`config.mk`:
```
export PLATFORM = sky130hd
export DESIGN_NAME = sort_stream_io_flat
export DESIGN_NICKNAME = d
export VERILOG_FILES = /design/src/rtl/sort_stream_io_if.sv /design/src/rtl/sort_stream_io.sv /design/src/flat_wrapper.sv
export SDC_FILE = /design/constraint.sdc
export NUM_CORES = 1
export LEC_CHECK = 0
export CAP_MARGIN = 20
export CORE_ASPECT_RATIO = 0.8
export CORE_MARGIN = 2
export CORE_UTILIZATION = 60
export DETAILED_ROUTE_END_ITERATION = 8
export DONT_BUFFER_PORTS = 1
export GPL_ROUTABILITY_DRIVEN = 1
export PLACE_DENSITY_LB_ADDON = 0.2
export SYNTH_ARGS = -nofsm -noshare
export SYNTH_HDL_FRONTEND = slang
export SYNTH_SLANG_ARGS = --single-unit
```
`constraint.sdc`:
```
create_clock -name clk -period 2.6 [get_ports clk]
set_input_delay 0.39 -clock clk [delete_from_list [all_inputs] [get_ports clk]]
set_output_delay 0.39 -clock clk [all_outputs]
set_load 0.05 [all_outputs]
```
`src/rtl/sort_stream_io_if.sv`:
```
// Valid/ready byte stream used for both the load and unload sides of sort_stream_io.
// The master drives valid/data and the slave answers with ready.
interface sort_stream_io_if #(
  parameter int DW = 8
) ();
  logic          valid;
  logic [DW-1:0] data;
  logic          ready;

  modport master (output valid, output data, input ready);
  modport slave  (input valid, input data, output ready);
endinterface

```
`src/rtl/sort_stream_io.sv`:
```
// Stream front/back end for the 8-entry RAM sort engine: load K words, start the sorter,
// then stream the sorted RAM contents out. A watchdog traps a sorter that never finishes.
module sort_stream_io #(
  parameter int K       = 8,
  parameter int AW      = 3,
  parameter int DW      = 8,
  parameter int TIMEOUT = 1024
) (
  input  logic                   clk,
  input  logic                   rst,
  sort_stream_io_if.slave        in_s,
  sort_stream_io_if.master       out_s,
  output logic                   mem_sel,
  output logic                   ram_we,
  output logic [AW-1:0]          ram_addr,
  output logic [DW-1:0]          ram_din,
  input  logic [DW-1:0]          ram_dout,
  output logic                   sort_s,
  input  logic                   sort_done,
  output logic                   busy,
  output logic                   frame_done,
  output logic                   err
);

  localparam logic [2:0] S_IDLE   = 3'd0;
  localparam logic [2:0] S_LOAD   = 3'd1;
  localparam logic [2:0] S_SORT   = 3'd2;
  localparam logic [2:0] S_UNLOAD = 3'd3;
  localparam logic [2:0] S_ERR    = 3'd4;

  localparam int             WW      = (TIMEOUT < 2) ? 1 : $clog2(TIMEOUT);
  localparam logic [WW-1:0]  WD_LAST = WW'((TIMEOUT == 0) ? 0 : TIMEOUT - 1);
  // Counters carry one extra bit so K == 2**AW does not alias the last index with zero.
  localparam logic [AW:0]    LAST    = (AW+1)'(K - 1);

  logic [2:0]    state_reg, state_next;
  logic [AW:0]   wr_cnt_reg, wr_cnt_next;
  logic [AW:0]   rd_cnt_reg, rd_cnt_next;
  logic [WW-1:0] wdog_reg, wdog_next;
  logic          in_acc, out_acc, wdog_hit;

  assign in_acc   = (state_reg == S_LOAD) && in_s.valid;
  assign out_acc  = (state_reg == S_UNLOAD) && out_s.ready;
  assign wdog_hit = (TIMEOUT != 0) && (wdog_reg == WD_LAST);

  always_comb begin
    state_next  = state_reg;
    wr_cnt_next = wr_cnt_reg;
    rd_cnt_next = rd_cnt_reg;
    wdog_next   = '0;
    case (state_reg)
      S_IDLE: state_next = S_LOAD;
      S_LOAD: begin
        if (in_acc) begin
          if (wr_cnt_reg == LAST) begin
            wr_cnt_next = '0;
            state_next  = S_SORT;
          end else begin
            wr_cnt_next = wr_cnt_reg + 1'b1;
          end
        end
      end
      S_SORT: begin
        // done takes priority over a watchdog expiry in the same cycle
        if (sort_done) begin
          state_next = S_UNLOAD;
        end else if (wdog_hit) begin
          state_next = S_ERR;
        end else begin
          wdog_next = wdog_reg + 1'b1;
        end
      end
      S_UNLOAD: begin
        if (out_acc) begin
          if (rd_cnt_reg == LAST) begin
            rd_cnt_next = '0;
            state_next  = S_LOAD;
          end else begin
            rd_cnt_next = rd_cnt_reg + 1'b1;
          end
        end
      end
      S_ERR:   state_next = S_ERR;
      default: state_next = S_IDLE;
    endcase
  end

  always_ff @(posedge clk or negedge rst) begin
    if (!rst) begin
      state_reg  <= S_IDLE;
      wr_cnt_reg <= '0;
      rd_cnt_reg <= '0;
      wdog_reg   <= '0;
    end else begin
      state_reg  <= state_next;
      wr_cnt_reg <= wr_cnt_next;
      rd_cnt_reg <= rd_cnt_next;
      wdog_reg   <= wdog_next;
    end
  end

  // Handshake outputs depend only on state; data paths pass through while their state is active.
  assign in_s.ready  = (state_reg == S_LOAD);
  assign out_s.valid = (state_reg == S_UNLOAD);
  assign out_s.data  = (state_reg == S_UNLOAD) ? ram_dout : '0;

  // Held low while reset is asserted so the RAM mux starts from a known owner.
  assign mem_sel    = rst && (state_reg != S_SORT);
  assign ram_we     = in_acc;
  assign ram_addr   = (state_reg == S_LOAD)   ? wr_cnt_reg[AW-1:0] :
                      (state_reg == S_UNLOAD) ? rd_cnt_reg[AW-1:0] : '0;
  assign ram_din    = (state_reg == S_LOAD) ? in_s.data : '0;
  assign sort_s     = (state_reg == S_SORT);
  assign busy       = (state_reg == S_SORT) || (state_reg == S_UNLOAD);
  assign frame_done = out_acc && (rd_cnt_reg == LAST);
  assign err        = (state_reg == S_ERR);

endmodule

```
`src/flat_wrapper.sv`:
```
// flat-port wrapper written by rule: the top's interface ports become plain ports
module sort_stream_io_flat 
#(
  parameter int K       = 8,
  parameter int AW      = 3,
  parameter int DW      = 8,
  parameter int TIMEOUT = 1024
)
  (clk, rst, mem_sel, ram_we, ram_addr, ram_din, ram_dout, sort_s, sort_done, busy, frame_done, err, in_s_valid, in_s_data, in_s_ready, out_s_valid, out_s_data, out_s_ready);
  sort_stream_io_if #(.DW(DW)) in_s_i ();
  sort_stream_io_if #(.DW(DW)) out_s_i ();
  input  logic clk;
  input  logic rst;
  output logic mem_sel;
  output logic ram_we;
  output logic [AW-1:0] ram_addr;
  output logic [DW-1:0] ram_din;
  input  logic [DW-1:0] ram_dout;
  output logic sort_s;
  input  logic sort_done;
  output logic busy;
  output logic frame_done;
  output logic err;
  input wire logic [$bits(in_s_i.valid)-1:0] in_s_valid;
  input wire logic [$bits(in_s_i.data)-1:0] in_s_data;
  output wire logic [$bits(in_s_i.ready)-1:0] in_s_ready;
  output wire logic [$bits(out_s_i.valid)-1:0] out_s_valid;
  output wire logic [$bits(out_s_i.data)-1:0] out_s_data;
  input wire logic [$bits(out_s_i.ready)-1:0] out_s_ready;
  assign in_s_i.valid = in_s_valid;
  assign in_s_i.data = in_s_data;
  assign in_s_ready = in_s_i.ready;
  assign out_s_valid = out_s_i.valid;
  assign out_s_data = out_s_i.data;
  assign out_s_i.ready = out_s_ready;
  sort_stream_io #(.K(K), .AW(AW), .DW(DW), .TIMEOUT(TIMEOUT)) u_core (.clk(clk), .rst(rst), .in_s(in_s_i), .out_s(out_s_i), .mem_sel(mem_sel), .ram_we(ram_we), .ram_addr(ram_addr), .ram_din(ram_din), .ram_dout(ram_dout), .sort_s(sort_s), .sort_done(sort_done), .busy(busy), .frame_done(frame_done), .err(err));
endmodule
```
# Yosys cells after proc, flatten, opt, wreduce, memory -nomap -nowiden
# Cells that the tools add are included.
# Widths: inputs -> output; s select.
[word_totals] ff_bits=21 latchBits=0 ram_bits=0 rom_bits=0 in_bits=21 output_inout_bits=27 wordCells=45 memories=0
[classes] addsub=3 multipliers=0 div=0 n_lt_le_gt_ge=0 eq_ne=13 shifts=0 n_mux=16 bitwise_logic=0 n_reduce_logical=9
[ops] cell="$mux 10" count=3
[ops] cell="$mux 3" count=8
[ops] cell="$mux 8" count=2
[ops] cell="$pmux 3 s5" count=1
[ops] cell="$add 10x1->10 const B" count=1
[ops] cell="$eq 10x10->1 const B" count=1
[ops] cell="$add 4x1->4 const B" count=2
[ops] cell="$eq 4x3->1 const B" count=2
[ops] cell="$mux 4" count=2
[ops] cell="$eq 3x2->1 const B" count=2
[ops] cell="$ne 2x1->1 const B" count=3
[ops] cell="$reduce_and 5->1" count=1
[ops] cell="$logic_and 1x1->1" count=4
[ops] cell="$reduce_and 2->1" count=2
[ops] cell="$eq 3x1->1 const B" count=1
[ops] cell="$eq 3x3->1 const B" count=1
[ops] cell="$logic_not 3->1" count=1
[ops] cell="$ne 3x1->1 const B" count=1
[ops] cell="$ne 3x2->1 const B" count=1
[ops] cell="$ne 2x2->1 const B" count=1
[ops] cell="$logic_or 1x1->1" count=1

# Depth between registers and ports, before layout
[logic_depth] word_depth=4 ltp_mapped=6 depth_no_buf=5

# Worst setup path after synthesis
# OpenSTA, ideal clock, no wires.
[synth_timing] kind="flip-flop to output port" startpoint="register u_core.state_reg[2]" endpoint="output port mem_sel" t_arrival_ns=2.517 path_slack_ns=-0.307 path_stages_with_launch=5 cell_sequence="dfrtp_1 -> buf_4 -> nor2b_1 -> nor2b_1 -> nor2b_1"
[synth_between] elab_chain_cells=2
[synth_lines] item="start: declaration" line="sort_stream_io.sv:36" source="logic [2:0] state_reg, state_next;"
[synth_lines] item="start signal: assignment" line="sort_stream_io.sv:95" source="state_reg <= state_next;"
[synth_lines] item="$ne 3x2->1" line="sort_stream_io.sv:108" source="assign mem_sel = rst && (state_reg != S_SORT);"
[synth_lines] item="$logic_and 1x1->1" line="sort_stream_io.sv:108"
[synth_lines] item="end: declaration" line="flat_wrapper.sv:14" source="output logic mem_sel;"
# No other way between the ends.

# Worst setup path after layout
[layout_timing] startpoint="register u_core.state_reg[2]" endpoint="output port frame_done"
[layout_between] elab_chain_cells=3
[layout_lines] item="$eq 3x2->1" line="sort_stream_io.sv:43" source="assign out_acc = (state_reg == S_UNLOAD) && out_s.ready;"
[layout_lines] item="$logic_and 1x1->1" line="sort_stream_io.sv:43"
[layout_lines] item="$logic_and 1x1->1" line="sort_stream_io.sv:115" source="assign frame_done = out_acc && (rd_cnt_reg == LAST);"
[layout_lines] item="end: declaration" line="flat_wrapper.sv:22" source="output logic frame_done;"
# No other way between the ends.

==> results.md <==
* Slew at the pin with the worst max-slew slack at 904 ps
* Largest vdd supply drop at 0.00119 V
* Clock sink count at 21
* Period minus WS final at 2360 ps
* Number of fill cells at 147
* Int Pwr at 0.000747 W
* Clk pwr share at slightly above 9%
* PD cells at 1220 nW/um2
* Clock Path Buffers at 2
* DP Cell Count at 161
* Ant diodes at 0
* First-pass GRT wire length at 4090 um
* Wl on met1 at 1060 um
* Sw Share at 55.9%
* Synth Cell Area at about 1200 um2
* Fmax at 0.424 GHz
* Post-synthesis sequential area ratio at a little over two fifths
* IO Count at 48
* Met2 WL at 1150 um
* Synth area leader: dfrtp_1
* GRT Residual Overflow at 0
* Final setup viols at 0
* Most frequent cells in the layout: dfrtp_1, and2_1, buf_4, nand2_1, nand3_1
* Pre-antenna DRT Iters at 6
* Largest net degree at the start of global routing at 22
* Max Used Layer: met4
* Total track usage at 22.9%
* MaxCap Viol Count at 0
* Switching pwr at 0.000947 W
* P_leak at 0.618 nW
* Area after DPL at 1350 um2
* Area grow syn2layout at 13.0%
* Fin. max-slew vios at 0
* Yosys cell types at 35
* Wire per inst at about 15 um
* Final ANT Viol Nets at 0
* Hold slack at 223 ps
* Period utilization at between 90% and 100%
* Vias in the first global route at 939
* Routability Congestion at 0.794
* Status: complete, no violations
* I/O Buffers at 0
* Syn_area_per_cell at 9.66 um2
* Via count at 983
* Syn nets at 151
* Power share of the sequential group at just under 30%
* Setup Fix Bufs, Post-CTS at 0
* Crit Path Max Fanout at 15
* Crit Path Class: flop to primary output
* Slew headroom at around two fifths
* Hold Fails Final Rpt at 0
* Initial Utilization at 64.3%
* Worst-path clk slew at 120 ps
* Vias per inst at 5.92
* Synth warnings at 0
* Initial antenna violation count at 0
* Gate count of the mapped netlist at 127
* Finished layout cell area at 1390 um2
* Met3 routed WL at ~200 um
* Layout Nets at approximately 170
* H-tree depth at 1
* Row cnt at 14
* Post-synth top area share at 42.8%
* DRC viols at 0
* Crit path launch type: flop
* Die ar. at 2430 um2
* CTS root buffer: clkbuf_4
* Die width at around 55 um
* Most common cell after layout, fill and taps aside: dfrtp_1
* Initial DRC Count at 16
* Hold Path Class: primary input to flop
* Hpwl dp at approximately 2000 um
* Fin worst setup slack at approximately 240 ps
* Finished Layout Cells at 166
* Routed WL at 2440 um
* Most area-consuming cells after synthesis: dfrtp_1, and2_1, nand3_1, ha_1, nand2_1
* Core box area at 1910 um2
* WP data arrival at 1970 ps
* CTS buffer count at 3
* Share of post-route cells with drive strength above 1 at around 20%
* Yosys reg bits at 21
* Clk_skew at 4.08 ps
* Worst EP required at approximately 2200 ps
* Setup Total Neg Slack at 0 ps
* Power share of the combinational group at about three fifths
* CTS tree: yes
* RSZ-0062 raised after global routing: no
* CP Capture Type: primary output
* Max reg flops at 10
* Die height at 44.5 um
* Clk_lat worst skew at around 300 ps
* Pre-CTS setup slack at 582 ps
[path summary, 6_finish.rpt]
path | startpoint | end | slack, ps | depth (start not counted)
hold / removal | in_s_valid | u_core.wr_cnt_reg[0] | 220 | 2
min in group asynchronous | rst | u_core.wdog_reg[7] | 650 | 1
max in group asynchronous | rst | u_core.wdog_reg[1] | 1400 | 1
hold reg to reg | u_core.wdog_reg[0] | u_core.wdog_reg[0] | 480 | 1
setup / recovery | u_core.state_reg[2] | frame_done | 240 | 4
setup reg to reg | u_core.state_reg[2] | u_core.rd_cnt_reg[3] | 760 | 4
[through the flow]
step	utilization [%]	total power (W)
2_1_floorplan	-	0.00136
3_3_place_gp	70.7	0.00152
3_5_place_dp	70.7	0.00154
4_1_cts	72.7	0.00171
5_1_grt	72.7	0.00180
6_report	72.7	0.00169
[repair_timing]
action / 4_1_cts / 5_1_grt
hold endpoints to repair: 21 / 0
gates resized for setup: 0 / 0
hold buffers: 1 / 0
[cell families (layout without fill, tap and decap cells)]
family / Yosys count / in the layout / synth area share [%]
buf+inv: 6 / 21 / 2.45
compound gates: 17 / 17 / 10.5
simple gates: 71 / 71 / 34.4
flops: 21 / 21 / 42.8
fa+ha+maj: 3 / 3 / 3.06
mux: 2 / 2 / 1.83
xor+xnor: 7 / 7 / 5.00
[final cells by class]
cell class	count	area, um2	share of cell area, %
multi-input cells	100	682	49.1
flip-flops and latches	21	526	37.9
repair buffers	15	115	8.30
well taps	24	30.0	2.16
clock buffers	3	22.5	1.62
inverters	2	7.51	0.541
clock inverters	1	5.00	0.361
[cells in the mapped netlist, drive strengths merged]
| library cell | count |
|---|---|
| o21ai | 6 |
| nand3 | 10 |
| and3b | 1 |
| clkbuf | 2 |
| a21boi | 1 |
| or4 | 2 |
| ha | 3 |
| buf | 2 |
| xor2 | 3 |
| and3 | 1 |
| nor3b | 4 |
| xnor2 | 4 |
| o211a | 1 |
| dfrtp | 21 |
| nand4b | 2 |
| a22oi | 1 |
| nand2b | 1 |
| mux2 | 2 |
| or3 | 4 |
| nand4 | 1 |
| inv | 2 |
| a21o | 1 |
| nor3 | 4 |
| nand3b | 1 |
| a22o | 2 |
| nor4b | 1 |
| o31ai | 1 |
| nand2 | 11 |
| and2 | 16 |
| a21oi | 3 |
| nor2 | 9 |
| nor2b | 3 |
| a211o | 1 |
[worst max-delay path: stages (launching register included)]
cell     delay (ps)
dfrtp_1         500
and3b_1         540
nand2_2         160
nor3_1          220
buf_4           230
[power by group through the flow]
| stage | logic (W) | clock network, W | registers (W) |
|---|---|---|---|
| floorplan | 0.000885 | 0 | 0.000476 |
| global placement | 0.00103 | 0 | 0.000499 |
| detailed placement | 0.00104 | 0 | 0.000503 |
| CTS | 0.00105 | 0.000159 | 0.000496 |
| global route | 0.00111 | 0.000174 | 0.000513 |
| finish | 0.00104 | 0.000155 | 0.000497 |
[per-layer routing]
| metal | up-vias | GRT usage (%) |
|---|---|---|
| li1 | 473 | - |
| met1 | 465 | 30.0 |
| met2 | 41 | 36.1 |
| met3 | 4 | 8.45 |
| met4 | 0 | 5.00 |
| met5 | - | 0 |
No activity file was read; power rests on OpenSTA's default activity.
